### config.mk
export PLATFORM = sky130hd
export DESIGN_NAME = mem_stage
export DESIGN_NICKNAME = d
export VERILOG_FILES = /design/src/rtl/mem_stage_pkg.sv /design/src/rtl/mem_stage_wb_latch.sv /design/src/rtl/mem_stage.sv
export SDC_FILE = /design/constraint.sdc
export NUM_CORES = 1
export LEC_CHECK = 0
export ABC_AREA = 1
export BUFFER_PORTS_ARGS = -buffer_cell sky130_fd_sc_hd__buf_2
export CORE_UTILIZATION = 53
export DETAILED_ROUTE_END_ITERATION = 12
export PLACE_DENSITY = 0.87
export SKIP_LAST_GASP = 1
export SLEW_MARGIN = 5
export SYNTH_ARGS = -nofsm -noshare
export SYNTH_HDL_FRONTEND = slang
export SYNTH_SLANG_ARGS = --single-unit
### constraint.sdc
create_clock -name clk -period 2.7 [get_ports clk]
set_input_delay 0 -clock clk [delete_from_list [all_inputs] [get_ports clk]]
set_output_delay 0 -clock clk [all_outputs]
set_load 0.02 [all_outputs]
### src/rtl/mem_stage_pkg.sv
// Shared definitions for the c16 memory stage: op encodings and FSM state codes.
package mem_stage_pkg;

    localparam logic [3:0] OP_ADD  = 4'h0;
    localparam logic [3:0] OP_SUB  = 4'hF;
    localparam logic [3:0] OP_NOP  = 4'h2;
    localparam logic [3:0] OP_BRZ  = 4'h5;
    localparam logic [3:0] OP_BRNZ = 4'h6;
    localparam logic [3:0] OP_LD   = 4'h8;
    localparam logic [3:0] OP_ST   = 4'h9;

    typedef enum logic {
        StIdle,
        StLoadWait
    } state_e;

endpackage

### src/rtl/mem_stage_wb_latch.sv
// Writeback register: dest/value/pc update only when a result retires; we pulses for one cycle.
module wb_latch #(
    parameter int unsigned DATA_W = 16,
    parameter int unsigned RA_W   = 3
) (
    input  logic              clk,
    input  logic              reset,
    input  logic              i_upd,
    input  logic              i_we,
    input  logic [RA_W-1:0]   i_dest,
    input  logic [DATA_W-1:0] i_value,
    input  logic [15:0]       i_pc,
    output logic [RA_W-1:0]   o_dest,
    output logic [DATA_W-1:0] o_value,
    output logic              o_we,
    output logic [15:0]       o_pc
);

    logic [RA_W-1:0]   r_dest;
    logic [DATA_W-1:0] r_value;
    logic              r_we;
    logic [15:0]       r_pc;

    always_ff @(posedge clk) begin
        if (reset) begin
            r_dest  <= '0;
            r_value <= '0;
            r_we    <= 1'b0;
            r_pc    <= '0;
        end else begin
            r_we <= i_upd & i_we;
            if (i_upd) begin
                r_dest  <= i_dest;
                r_value <= i_value;
                r_pc    <= i_pc;
            end
        end
    end

    assign o_dest  = r_dest;
    assign o_value = r_value;
    assign o_we    = r_we;
    assign o_pc    = r_pc;

endmodule

### src/rtl/mem_stage.sv
// c16 memory stage: drives RAM port b for LD/ST, stalls upstream during load latency,
// and registers the register-file writeback.
import mem_stage_pkg::*;

module mem_stage #(
    parameter int unsigned DATA_W   = 16,
    parameter int unsigned ADDR_W   = 16,
    parameter int unsigned RA_W     = 3,
    parameter int unsigned LOAD_LAT = 1
) (
    input  logic              clk,
    input  logic              reset,
    input  logic [3:0]        x_op,
    input  logic [RA_W-1:0]   x_dest,
    input  logic [DATA_W-1:0] x_value,
    input  logic [DATA_W-1:0] x_store_data,
    input  logic [15:0]       x_pc,
    output logic [ADDR_W-1:0] mem_addr,
    output logic [DATA_W-1:0] mem_wdata,
    output logic              mem_wren,
    input  logic [DATA_W-1:0] mem_rdata,
    output logic              stall_out,
    output logic [RA_W-1:0]   wb_dest,
    output logic [DATA_W-1:0] wb_value,
    output logic              wb_we,
    output logic [15:0]       wb_pc
);

    localparam logic [RA_W-1:0] RA_DISCARD = RA_W'(7);

    state_e            r_state, w_state_nxt;
    logic [1:0]        r_wait_cnt, w_wait_nxt;
    logic [ADDR_W-1:0] r_ld_addr;
    logic [RA_W-1:0]   r_ld_dest;
    logic [15:0]       r_ld_pc;
    logic              w_ld_latch;
    logic [ADDR_W-1:0] w_x_addr;

    logic              w_wb_upd;
    logic              w_wb_we;
    logic [RA_W-1:0]   w_wb_dest;
    logic [DATA_W-1:0] w_wb_value;
    logic [15:0]       w_wb_pc;

    assign w_x_addr = ADDR_W'(x_value);

    always_comb begin
        w_state_nxt = r_state;
        w_wait_nxt  = r_wait_cnt;
        w_ld_latch  = 1'b0;
        w_wb_upd    = 1'b0;
        w_wb_we     = 1'b0;
        w_wb_dest   = x_dest;
        w_wb_value  = x_value;
        w_wb_pc     = x_pc;
        mem_addr    = w_x_addr;
        mem_wdata   = x_store_data;
        mem_wren    = 1'b0;
        stall_out   = 1'b0;
        case (r_state)
            StIdle: begin
                case (x_op)
                    OP_ADD, OP_SUB: begin
                        w_wb_upd = 1'b1;
                        w_wb_we  = (x_dest != RA_DISCARD);
                    end
                    OP_ST: mem_wren = 1'b1;
                    OP_LD: begin
                        w_state_nxt = StLoadWait;
                        w_wait_nxt  = 2'(LOAD_LAT - 1);
                        w_ld_latch  = 1'b1;
                    end
                    default: ;
                endcase
            end
            StLoadWait: begin
                stall_out = 1'b1;
                mem_addr  = r_ld_addr;
                if (r_wait_cnt != 2'd0) begin
                    w_wait_nxt = r_wait_cnt - 2'd1;
                end else begin
                    w_wb_upd    = 1'b1;
                    w_wb_we     = (r_ld_dest != RA_DISCARD);
                    w_wb_dest   = r_ld_dest;
                    w_wb_value  = mem_rdata;
                    w_wb_pc     = r_ld_pc;
                    w_state_nxt = StIdle;
                end
            end
            default: w_state_nxt = StIdle;
        endcase
        // Reset must quiesce the RAM port and the upstream stall immediately.
        if (reset) begin
            mem_wren  = 1'b0;
            stall_out = 1'b0;
        end
    end

    always_ff @(posedge clk) begin
        if (reset) begin
            r_state    <= StIdle;
            r_wait_cnt <= 2'd0;
            r_ld_addr  <= '0;
            r_ld_dest  <= '0;
            r_ld_pc    <= '0;
        end else begin
            r_state    <= w_state_nxt;
            r_wait_cnt <= w_wait_nxt;
            if (w_ld_latch) begin
                r_ld_addr <= w_x_addr;
                r_ld_dest <= x_dest;
                r_ld_pc   <= x_pc;
            end
        end
    end

    wb_latch #(
        .DATA_W(DATA_W),
        .RA_W  (RA_W)
    ) u_wb_latch (
        .clk    (clk),
        .reset  (reset),
        .i_upd  (w_wb_upd),
        .i_we   (w_wb_we),
        .i_dest (w_wb_dest),
        .i_value(w_wb_value),
        .i_pc   (w_wb_pc),
        .o_dest (wb_dest),
        .o_value(wb_value),
        .o_we   (wb_we),
        .o_pc   (wb_pc)
    );

endmodule

# --- Word level (Yosys, flattened, before mapping) ---
# Index checks and enable logic that the tools add are counted.
# W data, S select, Z words.
classes:
  n_addsub: 1
  reduce_logical: 4
  muxes: 25
  n_bitwise: 2
  n_eq_ne: 7
op_table:
  columns: ["cell", "n"]
  rows:
  - ["$mux W16", 5]
  - ["$eq A4 B4 Y1 const B", 3]
  - ["$mux W1", 12]
  - ["$mux W3", 2]
  - ["$ne A3 B3 Y1 const B", 2]
  - ["$pmux W1 S2", 3]
  - ["$logic_not A4 Y1", 1]
  - ["$mux W2", 2]
  - ["$ne A2 B1 Y1 const B", 2]
  - ["$pmux W2 S2", 1]
  - ["$reduce_and A2 Y1", 1]
  - ["$reduce_bool A2 Y1", 1]
  - ["$reduce_or A2 Y1", 1]
  - ["$sub A2 B1 Y2 const B", 1]
  - ["$and A1 B1 Y1", 1]
  - ["$not A1 Y1", 1]
word_totals:
  out_inout_bits: 70
  regBits: 74
  inputBits: 73
  wordCells: 48

# --- Depth between registers and ports, before layout ---
# Gate-level depths: netlist of the first run.
depth:
  word_depth: 5
  ltp_mapped: 11
  depth_no_buf: 9

# --- Modules after synthesis ---
# From an unflattened synthesis of the first run, not the netlist that was laid out.
unflattened:
  hier_cells: 593
  area_unflattened_um2: 3678.5
by_module_without_submodules:
  columns: ["mod", "seq_area_each_um2", "area_each_um2", "cells_per_inst", "instances"]
  rows:
  - ["mem_stage", 760.7, 2192.1, 368, 1]
  - ["wb_latch", 720.7, 1486.4, 225, 1]

# --- Worst setup path before layout of the first run ---
# OpenSTA, ideal clock, no wires.
synth_timing:
  path_type: "register to register"
  startpoint: "register r_wait_cnt[0]"
  endpoint: "register u_wb_latch.r_pc[0], in the netlist u_wb_latch.o_pc[0]"
  required_time_ps: 2585
  path_stages_with_launch: 10
  setup_time_ps: 115
  period_less_slack_ps: 1585
  n_path_buf: 4
  path_slack_ps: 1115
  arrival_ps: 1470
  path_cell_list: "dfxtp_1 > inv_1 > ha_1 > buf_6 > or2_1 > clkbuf_2 > buf_6 > buf_4 > a21oi_1 > nor2_1"
synth_via:
  elab_chain_cells: 3
  word_cells_on_any_way: 5
  classes_between: "mux: 4; reduce/logical: 1"
synth_lines:
  columns: ["element", "line_no", "text"]
  rows:
  - ["start: declaration", "mem_stage.sv:32", "logic [1:0] r_wait_cnt, w_wait_nxt;"]
  - ["start signal: assignment", "mem_stage.sv:108", "r_wait_cnt <= w_wait_nxt;"]
  - ["$reduce_bool A2 Y1 (*)", "mem_stage.sv:79", "if (r_wait_cnt != 2'd0) begin"]
  - ["$mux W1 or $mux W16 (tied branches)", "mem_stage.sv:79", null]
  - ["$pmux W1 S2 or $mux W16 (tied branches)", "mem_stage.sv:60", "case (r_state)"]
  - ["end signal: assignment", "mem_stage_wb_latch.sv:35", "r_pc <= i_pc;"]
  - ["end: declaration", "mem_stage_wb_latch.sv:22", "logic [15:0] r_pc;"]
# Mark *: on every way between the ends. The rest lies on a longest branch, timed or not.
# A chain may end at the register's enable or synchronous reset.

# --- Final worst setup path of the first run ---
layout_timing:
  startpoint: "register r_state"
  endpoint: "register r_wait_cnt[1]"
layout_via:
  elab_chain_cells: 3
  word_cells_on_any_way: 5
  classes_between: "eq/ne: 2; mux: 1; bitwise: 1; reduce/logical: 1"
layout_lines:
  columns: ["element", "line_no", "text"]
  rows:
  - ["start: declaration", "mem_stage.sv:31", "state_e r_state, w_state_nxt;"]
  - ["start signal: assignment", "mem_stage.sv:101", "r_state <= StIdle;"]
  - ["start signal: assignment", "mem_stage.sv:107", "r_state <= w_state_nxt;"]
  - ["$not A1 Y1", null, null]
  - ["$ne A2 B1 Y1 (no line)", null, null]
  - ["$reduce_and A2 Y1 (no line)", null, null]
# Parallel ways exist; a longest one is shown, timed or not.

==> key figures, run 1 <==
Cells and area
  – Ant. Diodes: 0
  – Leading cell types in the layout, fill and taps excluded: 133 x nand2_1, 110 x buf_2, 76 x inv_1
  – Most common cell after layout, fill and taps aside: nand2_1
  – Layout cell share with drive strength beyond 1: just under 20%
  – Filler cell count: 576
  – Total Nets Final: 764
  – Final instance area: ~4700 µm²
  – Synthesis-to-layout area growth: 23.3%
  – Multi-input gate area: roughly 1700 µm²
  – Register Area: 1480 µm²

STA
  – Clock Skews: a little under 7 ps
  – Final hold viol count: 0
  – Final setup viols: 0
  – Slew @ Worst Pin: between 1000 and 1500 ps
  – Setup TNS: 0 ps
  – Final worst path period need: 2180 ps
  – Max-slew violations: 0
  – Rel. slew slack: 15.8%
  – Final Cycle Share: 80.6%
  – Max Fclk: 459 MHz
  – RSZ-0062 raised after global routing: false

Drt
  – Routed Antenna Nets: 0
  – DR DRC count: 0
  – Drt first-iter violations: 408
  – Vias: 4010
  – TritonRoute pass-1 iters: 5
  – Avg WL per Cell: 12.4 µm
  – Final Routed Wirelength: 9760 µm
  – Vias per std cell: 5.08

Power and ir drop
  – Cell Pwr Density: 500 nW/µm²
  – Leak pwr: between 2 and 2.5 nW
  – Worst VDD drop: 0.267 mV

Critical path
  – Setup crit end kind: flop
  – Crit path kind: reg2reg
  – Max stage delay on crit path: 780 ps
  – Required @ worst endpoint: 2980 ps
  – WP buf/inv: 1
  – CP startpoint kind: flop
  – Top delay family on crit path: simple AND/OR/NAND/NOR gates
  – Critical path's slowest cell: dfxtp_1
  – Worst Path Max Fanout: 76
  – Critical Path AT: approximately 2500 ps
  – Cell Chain, Critical Path: inv_2, or2_2, or2_0, a21oi_1

Die
  – Die Y: 86.7 µm
  – Rows: 30
  – Die area: between 7000 and 8000 µm²
  – Initial core utilization: a little under three fifths
  – Core Box Area: 6870 µm²
  – Die Width: 86.7 µm
  – # IOs: roughly 140

Clock network
  – Clock latency on the worst-skew pair: 340 ps
  – H-tree Lvls: 3
  – Num CTS Buffers: 9
  – Clock buffer depth: 2
  – Root Buffer: clkbuf_8
  – Post_cts resized: 0
  – Hold_buf cts: 32
  – CTS tree: yes
  – Post-CTS Setup Bufs: 0
  – Clock slew at reported path FFs: 70 ps
  – Clk sink count: 74

Synth
  – Mean Syn Cell Area: 6.46 µm²
  – Area leader, netlist: dfxtp_1
  – Register area share after synthesis: 39.0%
  – Post-synthesis cell area: 3800 µm²
  – Net Count, Synth: 663
  – Yosys warnings: 0
  – Cells after synthesis: around 590
  – Post-synth top area share: about two fifths
  – Yosys cell types: 19
  – Seq cells post-synth: 74
  – Largest cells by area after synthesis: dfxtp_1 39%, nand2_1 13%, nand3_1 9.9%

GRT
  – Initial antenna violation count: 0
  – First-pass GRT wire length: 15500 µm
  – Total gr overflow: 0
  – Tot GR Track Use: between 20% and 30%
  – Largest net degree at the start of global routing: 77
  – Vias in the first global route: 3353

Outcome
  – Status: finished clean

Worst hold path
  – Worst hold path class: in2out

Placement
  – Final RePlAce weighted congestion: 0.844
  – Placed cell area: 4210 µm²
  – Port bufs: 110
  – Post-DP HPWL: about 6300 µm

Flow run
  – Number of max-cap violations: 0
-- stage by stage --
step	worst slack (ps)	hold slack, ps	total power (W)	util, %	instances
after floorplan	1110	69.1	0.00149	-	589
after global placement	610	0.137	0.00159	61.3	743
after detailed placement	581	0.137	0.00160	61.3	743
after CTS	559	0.137	0.00235	68.3	789
after global routing	345	0.0322	0.00247	68.3	789
final	523	0.00776	0.00235	68.3	789
-- metal layers --
| metal | global-route usage [%] | part of all wire, % |
|---|---|---|
| met1 | 37.6 | 47 |
| met4 | 12.7 | 2.0 |
| met3 | 4.67 | 7.6 |
| met2 | 37.9 | 44 |
| met5 | 0 | 0 |
-- worst register-to-register path, delay by kind of cell, from the launching register on --
kind / cells / cell delay, ps
simple gates: 2 / 1140
flops: 1 / 780
compound gates: 1 / 130
buf+inv: 1 / 70
-- path summary, 6_finish.rpt --
kind                                                  from                         end  slack (ps)  cells after the start
worst max register to register          r_state$_SDFF_PP0_  r_wait_cnt[1]$_SDFFE_PP0P_         520                      4
worst min-delay path                      x_store_data[10]               mem_wdata[10]       0.008                      0
worst min register to register  r_wait_cnt[0]$_SDFFE_PP0P_  r_wait_cnt[0]$_SDFFE_PP0P_         440                      1
worst max-delay path                    r_state$_SDFF_PP0_  r_wait_cnt[1]$_SDFFE_PP0P_         520                      4
-- cell usage after synthesis --
library cell and n:
nor3_1 1, clkbuf_2 1, buf_2 11, a21oi_1 74, inv_1 76, or2_0 1
buf_6 5, dfxtp_1 74, nand3_2 1, ha_1 1, clkbuf_1 21, o21ai_0 51
nand2_1 133, or2_1 1, buf_1 5, nand3_1 75, nor2_1 39, inv_2 2
buf_4 17
-- cells by family (layout without fill, tap and decap cells) --
group           after synthesis  count (layout)  synth area share (%)
flops                        74              74                  39.0
compound gates              125             125                  16.5
simple gates                251             251                  27.6
buf+inv                     138             242                  16.7
fa+ha+maj                     1               1                 0.329
-- sequential cells by signal, indices dropped and copies added, names as in the netlist --
name / cells
u_wb_latch.o_dest: 3
u_wb_latch.o_pc: 16
r_wait_cnt: 2
r_ld_addr: 16
r_state: 1
u_wb_latch.o_we: 1
r_ld_pc: 16
u_wb_latch.o_value: 16
r_ld_dest: 3
-- cell type report --
cell class | count | share of cell area (%)
Multi-Input combinational cell | 377 | 36.1
Sequential cell | 74 | 31.6
Timing Repair Buffer | 150 | 20.1
Inverter | 78 | 6.24
Clock buffer | 11 | 3.02
Tap cell | 96 | 2.56
Clock inverter | 3 | 0.374
-- where the power goes --
part           internal [W]  switching (W)
registers           0.00115      0.0000296
logic              0.000176       0.000263
clock network      0.000346       0.000382
total               0.00167       0.000674
No activity file was read; power rests on OpenSTA's default activity.
==> run 2: changes to the inputs <==
Settings changed: CORE_UTILIZATION 53 to 49, PLACE_DENSITY 0.87 to 0.82.
Clock period 2.7 ns to 2.3 ns, I/O delays scaled along.
==> key figures, run 2 (synthesis gave the netlist of run 1 again) <==
Drt
  – Drt first-iter violations: 265 (-35%)
  – Final Routed Wirelength: 9910 µm (+1.6%)
  – Avg WL per Cell: 12.4 µm (+0.32%)
  – TritonRoute pass-1 iters: 5 (unchanged)
  – DR DRC count: 0 (unchanged)
  – Routed Antenna Nets: 0 (unchanged)
  – Vias: 4051 (+1.0%)
  – Vias per std cell: 5.07 (-0.24%)

STA
  – Max Fclk: approximately 560 MHz
  – Slew @ Worst Pin: 530 ps (-732 ps)
  – Clock Skews: 7.15 ps (+0.290 ps)
  – RSZ-0062 raised after global routing: false
  – Final setup viols: 0 (unchanged)
  – Rel. slew slack: 64.6% (+49 points)
  – Final hold viol count: 0 (unchanged)
  – Final Cycle Share: 77.9%
  – Final worst path period need: 1790 ps
  – Max-slew violations: 0 (unchanged)
  – Setup TNS: 0 ps (unchanged)

Power and ir drop
  – Leak pwr: 2.42 nW (+1.8%)
  – Pwr Total: 0.00279 W (+19%)
  – Worst VDD drop: 0.303 mV (+13%)
  – Cell Pwr Density: 584 nW/µm² (+17%)

Die
  – # IOs: 143 (unchanged)
  – Die Y: 90.1 µm (+3.9%)
  – Core Box Area: 7370 µm² (+7.3%)
  – Die Width: 90.1 µm (+3.9%)
  – Initial core utilization: 51.6% (-3.8 points)
  – Die area: 8120 µm² (+8.0%)
  – Rows: 31 (+3.3%)

Placement
  – Placed cell count: 748 (+0.67%)
  – Port bufs: 110 (unchanged)
  – Post-DP HPWL: 6630 µm (+5.4%)
  – Final RePlAce weighted congestion: 0.840 (-0.50%)

Cells and area
  – Leading cell types in the layout, fill and taps excluded: 133 x nand2_1, 110 x buf_2, 76 x inv_1
  – Ant. Diodes: 0 (unchanged)
  – Synthesis-to-layout area growth: 25.9%
  – Total Nets Final: 769 (+0.65%)
  – Final cell count without fillers: 799 (+1.3%)
  – Layout cell share with drive strength beyond 1: 20.0% (+0.38 points)
  – Most common cell after layout, fill and taps aside: nand2_1

GRT
  – Initial antenna violation count: 0 (unchanged)
  – First-pass GRT wire length: 16400 µm (+5.2%)
  – Total gr overflow: 0 (unchanged)
  – Vias in the first global route: 3567 (+6.4%)
  – Tot GR Track Use: 24.5% (-1.7 points)
  – Largest net degree at the start of global routing: 72 (-6.5%)

Critical path
  – R2R Path Start: r_wait_cnt[0]$_SDFFE_PP0P_
  – Setup crit end kind: output port
  – Worst Path Max Fanout: 40 (-47%)
  – CP startpoint kind: input port
  – Worst r2r dst: u_wb_latch.o_value[2]$_SDFFE_PP0P_
  – CP Launch Point: reset
  – Reg2reg setup slack: 550 ps (+30 ps)
  – Reg2reg path depth: 10 (+6)
  – Required @ worst endpoint: 2300 ps (-680 ps)
  – Crit path kind: in2out
  – Critical Path AT: 1790 ps (-670 ps)

Clock network
  – H-tree Lvls: 3 (unchanged)
  – Clock latency on the worst-skew pair: 340 ps (about the same)
  – Clk sink count: 74 (unchanged)
  – Post_cts resized: 0 (unchanged)
  – Root Buffer: clkbuf_8
  – Num CTS Buffers: 9 (unchanged)
  – Clock buffer depth: 2 (unchanged)
  – Post-CTS Setup Bufs: 0 (unchanged)
  – CTS tree: yes

Worst hold path
  – Worst hold path class: in2out
  – Worst hold path depth: 0 (unchanged)
  – Worst Hold Launch: x_store_data[10]
  – WHS Endpoint: mem_wdata[10]

Flow run
  – Number of max-cap violations: 0 (unchanged)

Outcome
  – Status: finished clean
==> run 2: changes by cell type in the layout (fill, tap and decap cells not counted) <==
cell / delta
buf_4: -1
buf_12: +3
dlygate4sd3_1: +3
clkinv_2: +1
clkinvlp_4: +1
==> run 2: how the worst max path moves through the flow <==
stage                     cells past startpoint  slack (ps)                             endpoint
final                                         7         510                             mem_wren
after global routing                          7         320                             mem_wren
after CTS                                     7         540                             mem_wren
after detailed placement                      6         590  u_wb_latch.o_value[13]$_SDFFE_PP0P_
after global placement                       10         640   u_wb_latch.o_value[2]$_SDFFE_PP0P_
after floorplan                               9         710      u_wb_latch.o_pc[0]$_SDFFE_PP0P_
==> run 2: what timing repair did <==
item / CTS / global route
setup endpoints to repair: 0 / 0
endpoints found under the hold margin: 37 / 0
hold buffers: 35 / 0
==> run 2: stage by stage <==
| step | utilization [%] | hold slack, ps | cell area (µm²) | setup slack (ps) |
|---|---|---|---|---|
| 6_report | 65.0 | 0.00776 | 4790 | 508 |
| 5_1_grt | 65.0 | 0.0292 | 4790 | 320 |
| 4_1_cts | 65.0 | 0.137 | 4790 | 542 |
| 3_5_place_dp | 57.9 | 0.137 | 4270 | 589 |
| 3_3_place_gp | 57.9 | 0.137 | 4270 | 641 |
| 2_1_floorplan | - | 69.1 | 3800 | 715 |
==> run 2: worst max-delay path, cell delays in order <==
cell           delay, ps
dlygate4sd3_1        550
buf_2                160
inv_2                400
buf_12               260
nand2_1               70
nor3_1               150
buf_2                180
==> run 2: routing by layer <==
| layer | track usage (%) | up-vias | share of wire (%) |
|---|---|---|---|
| li1 | - | 2056 | - |
| met1 | 34.0 | 1791 | 46 |
| met2 | 35.8 | 169 | 44 |
| met3 | 4.31 | 35 | 6.2 |
| met4 | 13.7 | 0 | 3.8 |
| met5 | 0 | - | 0 |
==> run 2: final cells by class <==
class | instances | area (µm²)
clock inverter | 5 | 30.0
clock buffer | 11 | 141
tap | 99 | 124
inverter | 78 | 293
multi-input combinational | 377 | 1690
sequential | 74 | 1480
fill | 688 | 2580
timing repair buffer | 155 | 1030
==> run 2: where the power goes <==
part           switching [W]  internal, W
clock               0.000471     0.000415
combinational       0.000311     0.000215
sequential         0.0000330      0.00135
==> run 3: changes to the inputs <==
Clock period 2.3 ns to 1.8 ns, I/O delays scaled along.
==> key figures, run 3 (synthesis gave the netlist of run 1 again) <==
Outcome
  – Status: finished clean

Die
  – Die Y: 90.1 µm (unchanged)
  – Core Box Area: 7370 µm² (unchanged)
  – Die area: 8120 µm² (unchanged)
  – Rows: 31 (unchanged)
  – Die Width: 90.1 µm (unchanged)
  – # IOs: 143 (unchanged)
  – Initial core utilization: 51.6% (unchanged)

Cells and area
  – Layout cell share with drive strength beyond 1: 20.5% (+0.49 points)
  – Ant. Diodes: 0 (unchanged)
  – Final cell count without fillers: 797 (-0.25%)
  – Final core occ: 65.7% (+0.78 points)
  – Synthesis-to-layout area growth: 27.4%
  – Most common cell after layout, fill and taps aside: nand2_1
  – Total Nets Final: 769 (unchanged)
  – Leading cell types in the layout, fill and taps excluded: 132 x nand2_1, 110 x buf_2, 76 x inv_1

Drt
  – Vias: 4056 (+0.12%)
  – TritonRoute pass-1 iters: 5 (unchanged)
  – Final Routed Wirelength: 10500 µm (+5.8%)
  – Avg WL per Cell: 13.2 µm (+6.0%)
  – Drt first-iter violations: 279 (+5.3%)
  – DR DRC count: 0 (unchanged)
  – Routed Antenna Nets: 0 (unchanged)
  – Vias per std cell: 5.09 (+0.37%)

STA
  – Min Hold Slack: 0.00883 ps (+0.00107 ps)
  – Final hold viol count: 0 (unchanged)
  – RSZ-0062 raised after global routing: true
  – Clock Skews: 6.71 ps (-0.438 ps)
  – Max Fclk: ~610 MHz
  – Slew @ Worst Pin: 377 ps (-153 ps)
  – Rel. slew slack: 74.8% (+10 points)
  – Final Cycle Share: 90.9%
  – Max-slew violations: 0 (unchanged)
  – Final worst path period need: 1640 ps
  – Final setup viols: 0 (unchanged)

GRT
  – Initial antenna violation count: 0 (unchanged)
  – Routing usage on met2: 40.2% (+4.5 points)
  – Most used routing layer: met2
  – Total gr overflow: 0 (unchanged)
  – Vias in the first global route: 3660 (+2.6%)
  – First-pass GRT wire length: 17100 µm (+4.6%)
  – GR Layer Usage met3: 4.31% (unchanged)
  – Tot GR Track Use: 25.9% (+1.4 points)
  – Met1 usage: 34.7% (+0.67 points)
  – Largest net degree at the start of global routing: 65 (-9.7%)

Power and ir drop
  – Cell Pwr Density: 768 nW/µm² (+32%)
  – Int Pwr: 0.00270 W (+36%)
  – Flop pwr share: 47.5% (-2.0 points)
  – Worst VDD drop: 0.404 mV (+34%)
  – P_sw: 0.00102 W (+25%)
  – Leak pwr: 2.46 nW (+1.5%)
  – Logic pwr share: 18.4% (-0.4 points)
  – Clock network power share: 34.2% (+2.5 points)
  – Sw frac: 27.4% (-1.7 points)

Placement
  – Placed cell count: 750 (+0.27%)
  – Post-DP HPWL: 6600 µm (-0.44%)
  – Port bufs: 110 (unchanged)
  – Final RePlAce weighted congestion: 0.926 (+10%)

Clock network
  – Clock buffer depth: 2 (unchanged)
  – Clock slew at reported path FFs: 70 ps
  – CTS tree: yes
  – Clk sink count: 74 (unchanged)
  – Num CTS Buffers: 9 (unchanged)
  – Root Buffer: clkbuf_8
  – H-tree Lvls: 3 (unchanged)
  – Clock latency on the worst-skew pair: 330 ps (about the same)

Critical path
  – Reg2reg setup slack: 160 ps (-390 ps)
  – Worst Path Max Fanout: 64 (+60%)
  – Setup crit end kind: flop
  – CP startpoint kind: flop
  – Worst r2r dst: u_wb_latch.o_value[2]$_SDFFE_PP0P_
  – Reg2reg path depth: 6 (-4)
  – Required @ worst endpoint: 2020 ps (-280 ps)
  – Crit path kind: reg2reg
  – Critical Path AT: 1860 ps (+70 ps)
  – CP Launch Point: r_wait_cnt[0]$_SDFFE_PP0P_
  – R2R Path Start: r_wait_cnt[0]$_SDFFE_PP0P_

Worst hold path
  – Worst hold path depth: 0 (unchanged)
  – Worst hold path class: in2out
  – WHS Endpoint: mem_wdata[10]
  – Worst Hold Launch: x_store_data[10]

Flow run
  – Number of max-cap violations: 0 (unchanged)
## run 3: cell types whose count changed in the layout (fill, tap and decap cells not counted), sizes merged
| cell | delta |
|---|---|
| clkinvlp | -2 |
| clkbuf | +1 |
| buf | +2 |
| dlygate4sd3 | -3 |
| bufinv | +1 |
| clkinv | -1 |
## run 3: per-layer routing
layer / up-vias / share of wire [%]
met1: 1784 / 43
met5: - / 0
met2: 186 / 46
met3: 32 / 7.6
li1: 2054 / -
met4: 0 / 2.9
## run 3: final cells by class
class                   instances  area (µm²)
inverters                      78         293
well taps                      99         124
clock buffers                  11         151
flip-flops and latches         74        1480
fillers                       658        2520
repair buffers                155        1060
clock inverters                 3        40.0
multi-input cells             377        1690
## run 3: power groups by stage
stage | Clock [W] | Sequential (W) | Combinational [W]
after global routing | 0.00137 | 0.00178 | 0.000756
after global placement | 0 | 0.00180 | 0.000600
after floorplan | 0 | 0.00187 | 0.000361
after CTS | 0.00129 | 0.00177 | 0.000669
after detailed placement | 0 | 0.00180 | 0.000614
final | 0.00127 | 0.00177 | 0.000683
## run 3: metrics by stage
step | TNS (ps) | power, W | instance area (µm²) | setup slack, ps
2_1_floorplan | 0 | 0.00223 | 3800 | 215
4_1_cts | 0 | 0.00372 | 4820 | 165
6_report | 0 | 0.00372 | 4840 | 163
3_5_place_dp | 0 | 0.00242 | 4310 | 182
5_1_grt | -7.32 | 0.00390 | 4840 | -7.32
3_3_place_gp | 0 | 0.00240 | 4310 | 274
## run 3: how the worst max path moves through the flow
stage               cells past startpoint  slack (ps)                                  to
floorplan                               9         210     u_wb_latch.o_pc[0]$_SDFFE_PP0P_
global placement                        6         270    u_wb_latch.o_pc[13]$_SDFFE_PP0P_
detailed placement                      6         180  u_wb_latch.o_value[2]$_SDFFE_PP0P_
CTS                                     6         160  u_wb_latch.o_value[2]$_SDFFE_PP0P_
global route                           10          -7   u_wb_latch.o_dest[0]$_SDFFE_PP0P_
finish                                  6         160  u_wb_latch.o_value[2]$_SDFFE_PP0P_
## run 3: critical path, cell delays in order, from the launching register on
cell and delay, ps:
dfxtp_1 330, inv_1 60, ha_1 220, or2_2 420
buf_12 230, a21oi_1 190, nor2_1 60
## run 3: repair_timing
action | CTS | global route
hold endpoints to repair | 34 | 0
hold buffers | 32 | 0
setup buffers | 0 | 0
endpoints found under the setup margin | 0 | 2
gates resized for setup | 0 | 1
